`src/rtl/multicycle_ctrl.sv`:
```
// Main control FSM for the multicycle RV32 core: sequences fetch/decode/execute/memory/writeback.
// Optional: define ILLEGAL_TRAP_EN to trap unknown opcodes (adds illegalInstr); otherwise they retire as NOPs.
module multicycle_ctrl #(
  parameter int unsigned WAIT_W = 8
) (
  input  logic              clk,
  input  logic              rst,
  input  logic [6:0]        op,
  input  logic              aluFlag,
  input  logic              memReady,
  output logic              memReq,
  output logic              memWrite,
  output logic              irWrite,
  output logic              pcWrite,
  output logic              adrSrc,
  output logic              regWrite,
  output logic [1:0]        aluSrcA,
  output logic [1:0]        aluSrcB,
  output logic [1:0]        resultSrc,
  output logic [1:0]        immSrc,
  output logic [1:0]        aluOp,
  output logic              instrDone,
`ifdef ILLEGAL_TRAP_EN
  output logic              illegalInstr,
`endif
  output logic [WAIT_W-1:0] stallCnt
);

  localparam logic [6:0] OP_LW  = 7'b0000011;
  localparam logic [6:0] OP_SW  = 7'b0100011;
  localparam logic [6:0] OP_R   = 7'b0110011;
  localparam logic [6:0] OP_I   = 7'b0010011;
  localparam logic [6:0] OP_BR  = 7'b1100011;
  localparam logic [6:0] OP_JAL = 7'b1101111;

  typedef enum logic [3:0] {
    S_FETCH, S_DECODE, S_MEMADR, S_MEMREAD, S_MEMWB, S_MEMWRITE,
    S_EXECR, S_EXECI, S_ALUWB, S_BRANCH, S_JAL, S_TRAP
  } state_t;

  state_t state;
  logic   op_known;

  always_comb begin
    op_known = (op == OP_LW) || (op == OP_SW) || (op == OP_R) ||
               (op == OP_I) || (op == OP_BR) || (op == OP_JAL);
  end

  always_ff @(posedge clk or posedge rst) begin
    if (rst) begin
      state    <= S_FETCH;
      stallCnt <= '0;
    end else begin
      if (memReq && !memReady && stallCnt != '1)
        stallCnt <= stallCnt + WAIT_W'(1);
      case (state)
        S_FETCH:    if (memReady) state <= S_DECODE;
        S_DECODE: begin
          case (op)
            OP_LW, OP_SW: state <= S_MEMADR;
            OP_R:         state <= S_EXECR;
            OP_I:         state <= S_EXECI;
            OP_BR:        state <= S_BRANCH;
            OP_JAL:       state <= S_JAL;
`ifdef ILLEGAL_TRAP_EN
            default:      state <= S_TRAP;
`else
            default:      state <= S_FETCH;
`endif
          endcase
        end
        S_MEMADR:   state <= (op == OP_SW) ? S_MEMWRITE : S_MEMREAD;
        S_MEMREAD:  if (memReady) state <= S_MEMWB;
        S_MEMWB:    state <= S_FETCH;
        S_MEMWRITE: if (memReady) state <= S_FETCH;
        S_EXECR,
        S_EXECI:    state <= S_ALUWB;
        S_ALUWB:    state <= S_FETCH;
        S_BRANCH:   state <= S_FETCH;
        S_JAL:      state <= S_ALUWB;
        S_TRAP:     state <= S_TRAP;
        default:    state <= S_FETCH;
      endcase
    end
  end

  // Moore decode; only irWrite/pcWrite/instrDone look at memReady/aluFlag/op.
  always_comb begin
    memReq    = 1'b0;
    memWrite  = 1'b0;
    irWrite   = 1'b0;
    pcWrite   = 1'b0;
    adrSrc    = 1'b0;
    regWrite  = 1'b0;
    aluSrcA   = 2'b00;
    aluSrcB   = 2'b00;
    resultSrc = 2'b00;
    aluOp     = 2'b00;
    instrDone = 1'b0;
    case (state)
      S_FETCH: begin
        memReq    = 1'b1;
        aluSrcB   = 2'b10;
        resultSrc = 2'b10;
        irWrite   = memReady;
        pcWrite   = memReady;
      end
      S_DECODE: begin
        aluSrcA = 2'b01;
        aluSrcB = 2'b01;
`ifndef ILLEGAL_TRAP_EN
        instrDone = !op_known;
`endif
      end
      S_MEMADR: begin
        aluSrcA = 2'b10;
        aluSrcB = 2'b01;
      end
      S_MEMREAD: begin
        memReq = 1'b1;
        adrSrc = 1'b1;
      end
      S_MEMWB: begin
        resultSrc = 2'b01;
        regWrite  = 1'b1;
        instrDone = 1'b1;
      end
      S_MEMWRITE: begin
        memReq    = 1'b1;
        memWrite  = 1'b1;
        adrSrc    = 1'b1;
        instrDone = memReady;
      end
      S_EXECR: begin
        aluSrcA = 2'b10;
        aluOp   = 2'b10;
      end
      S_EXECI: begin
        aluSrcA = 2'b10;
        aluSrcB = 2'b01;
        aluOp   = 2'b10;
      end
      S_ALUWB: begin
        regWrite  = 1'b1;
        instrDone = 1'b1;
      end
      S_BRANCH: begin
        aluSrcA   = 2'b10;
        aluOp     = 2'b01;
        pcWrite   = aluFlag;
        instrDone = 1'b1;
      end
      S_JAL: begin
        aluSrcA = 2'b01;
        aluSrcB = 2'b10;
        pcWrite = 1'b1;
      end
      default: ;
    endcase
  end

  always_comb begin
    case (op)
      OP_SW:   immSrc = 2'b01;
      OP_BR:   immSrc = 2'b10;
      OP_JAL:  immSrc = 2'b11;
      default: immSrc = 2'b00;
    endcase
  end

`ifdef ILLEGAL_TRAP_EN
  always_comb illegalInstr = (state == S_TRAP);
`endif

endmodule

```
`config.mk`:
```
export PLATFORM = sky130hd
export DESIGN_NAME = multicycle_ctrl
export DESIGN_NICKNAME = d
export VERILOG_FILES = /design/src/rtl/multicycle_ctrl.sv
export SDC_FILE = /design/constraint.sdc
export NUM_CORES = 1
export LEC_CHECK = 0
export CORE_MARGIN = 3
export CORE_UTILIZATION = 45
export CTS_CLUSTER_DIAMETER = 80
export CTS_CLUSTER_SIZE = 28
export DETAILED_ROUTE_END_ITERATION = 8
export HOLD_SLACK_MARGIN = 0.06
export PLACE_DENSITY_LB_ADDON = 0.2
export SYNTH_ARGS = -nofsm -noshare
export SYNTH_HDL_FRONTEND = slang
export SYNTH_SLANG_ARGS = --single-unit
```
`constraint.sdc`:
```
create_clock -name clk -period 3.2 [get_ports clk]
set_clock_uncertainty 0.2 [all_clocks]
set_input_delay 0.64 -clock clk [delete_from_list [all_inputs] [get_ports clk]]
set_output_delay 0.64 -clock clk [all_outputs]
set_load 0.02 [all_outputs]
```
==> impl_metrics.ini <==
[finish]
area_growth_syn_to_layout_pct = 44.0
nNetsFinal = 171
num_antenna_cells = 0
nFillCells = 177
layout-drive-gt1-share_pct = 13.3
fin_cells = 185
final_area_um2 = 1440

[clocking]
insertion_delay_ns = 0.27
cts_tree = yes
post_cts_buffers = 0
cts_sinks = 12
clockBufferDepth = 2
htreeDepth = 1
numCtsBuffers = 3
clock-root-buffer = clkbuf_4
holdBufCountCts = 0
clkTransAtPathRegs_ns = 0.08

[global_routing]
grt_max_degree = 20
grt_pass1_wl_um = 4130
grtUsageTotal_pct = 19.5
antenna_found_initial = 0
grt_overflow = 0
grt_pass1_vias = 951

[flow_run]
cap_viol_max_count = 0

[hold_path]
hold_path_class = flop to flop

[placement]
io_buffers = 35
dpl.hpwl_um = 1950
dp_cells = 181
placed_area_um2 = 1390
gp_congestion = 0.810

[logic_synthesis]
yosysSeqAreaShare_pct = 30.1
synth.ff_latch_count = 12
synth_edf_count = 0
syn_area_um2 = 997
synth_warnings = 0
syn_nets = 131
syn_area_per_cell_um2 = 8.38
ys_async_sr_fraction_pct = 100
synth-main-ff-cell = dfrtp_1
syn_inst = 119
yosysUniqueCellTypes = 39

[setup_path]
cp-start-kind = primary input
cp.required_ns = 2.36
critPathBufInv = 2
path_common_cell = clkdlybuf4s50_1
crit_slowest_cell = clkdlybuf4s50_1
worstPathCellList = clkdlybuf4s50_1 > nor2b_1 > and3_1 > nand3_1 > nand2_1 > clkdlybuf4s50_1
crit_fanout = 3
cp_top_family = buffers and inverters
slowest_delay_ns = 0.60
endpoint_kind = output pin
crit_type = primary input to output pin
crit_arrival_ns = 2.32

[routing]
drt-total-wl_um = 2670
ant_nets = 0
vias_per_cell = 5.57
post_drt_wl_per_cell_um = 14.4
drc = 0
drt-initial-drc-count = 20
first_pass_iters = 4
vias = 1031

[floorplan]
dieWidth_um = 53.1
io-pin-count = 36
core_um2 = 2020
die_area_um2 = 2820
floorplan.rows = 16
start_util_pct = 49.3
dieHeight_um = 53.1

[sta]
tightest_slew_ns = 0.469
min_period_ns = 3.16
max_clock_freq_mhz = 317
setup-tns-final_ns = 0
drv_slew = 0
post-route-period-util_pct = 98.6
slew_headroom_pct = 68.5
setup_viol = 0
hold_violations = 0

[status]
outcome = finished, final reports clean

[power_and_ir_drop]
p_per_area_nw_per_um2 = 882
ir_drop_mv = 0.475
p_leak_nw = 0.655
-- final cells by class --
type	instances	area [um^2]	share of cell area (%)
sequential	12	300	20.9
inverter	3	11.3	0.784
timing repair buffer	43	414	28.8
clock buffer	4	36.3	2.53
multi-input combinational	96	641	44.6
tap	27	33.8	2.35
-- where the power goes --
part           switching (mW)  leakage [nW]  internal [mW]
Combinational           0.465         0.479          0.417
Clock                  0.0529        0.0210         0.0692
Sequential             0.0598         0.155          0.204
-- sequential cells by signal, summed over array words and instances (netlist names) --
| register | count |
|---|---|
| stallCnt | 8 |
| state | 4 |
-- cells in the mapped netlist, drive strengths merged (2+ instances only) --
library cell / n / area [um^2]
nand2: 4 / 15.0
a211oi: 2 / 15.0
mux2: 2 / 26.3
nand2b: 7 / 43.8
or2: 2 / 12.5
clkbuf: 3 / 11.3
nor2b: 2 / 12.5
and4b: 2 / 20.0
inv: 3 / 11.3
a31oi: 3 / 18.8
and4: 3 / 26.3
xnor2: 4 / 35.0
and2: 4 / 27.5
nand3: 6 / 30.0
xor2: 5 / 43.8
buf: 5 / 43.8
nor4: 2 / 12.5
nor2: 11 / 41.3
dfrtp: 12 / 300
a21oi: 6 / 30.0
o21ai: 6 / 30.0
and3: 7 / 43.8
nor3: 5 / 25.0
-- routing by layer --
| metal | vias to the layer above | GRT usage [%] | routed length, um |
|---|---|---|---|
| li1 | 510 | - | - |
| met1 | 491 | 26.5 | 1200 |
| met2 | 26 | 32.0 | 1320 |
| met3 | 4 | 4.23 | 104 |
| met4 | 0 | 2.98 | 40 |
| met5 | - | 0 | 0 |
-- worst paths after layout --
kind | slack, ns | cells after the start | to | startpoint
max | 0.04 | 6 | immSrc[0] | op[5]
min | 0.29 | 1 | stallCnt[5] | stallCnt[5]
max reg2reg | 1.24 | 5 | stallCnt[1] | state[1]
min reg2reg | 0.29 | 1 | stallCnt[5] | stallCnt[5]
max in group asynchronous | 2.01 | 2 | state[0] | rst
min in group asynchronous | 0.48 | 2 | stallCnt[4] | rst
-- cell families (layout without fill, tap and decap cells) --
group	Yosys count	in the layout	synth area share [%]
simple gates	61	61	36.3
compound gates	23	23	15.2
flops	12	12	30.1
buf+inv	11	50	6.65
xor+xnor	9	9	7.90
mux	2	2	2.63
fa+ha+maj	1	1	1.25
-- placed cells by master (no fill, tap or decap), types with 2 or more instances in the layout --
cell type and count:
a21oi_1 6, dlymetal6s2s_1 2, nor4_1 2, or2_2 2
clkdlybuf4s50_1 32, nand3_1 6, and4_1 3, nor3_1 4
nand2b_1 7, xnor2_1 4, inv_1 3, o21ai_0 6
xor2_1 5, a211oi_1 2, nor2b_1 2, a31oi_1 3
dfrtp_1 12, and2_1 3, buf_4 8, and4b_1 2
clkbuf_4 3, nor2_1 11, and3_1 7, nand2_1 4
-- what timing repair did --
action                                  in CTS  in global routing
resized for setup                            2                  3
endpoints found under the setup margin       2                  3
pin swaps                                    0                  0
-- per-stage QoR --
stage               utilization [%]  hold slack [ns]  power (mW)  setup WS, ns
floorplan                         -            0.305       0.812         0.588
global placement               68.6            0.274        1.12       -0.0103
detailed placement             68.6            0.275        1.15       -0.0542
CTS                            70.5            0.289        1.27        0.0273
global route                   71.0            0.309        1.35      -0.00981
finish                         71.0            0.285        1.27        0.0434
(Power assumes the default switching activity.)
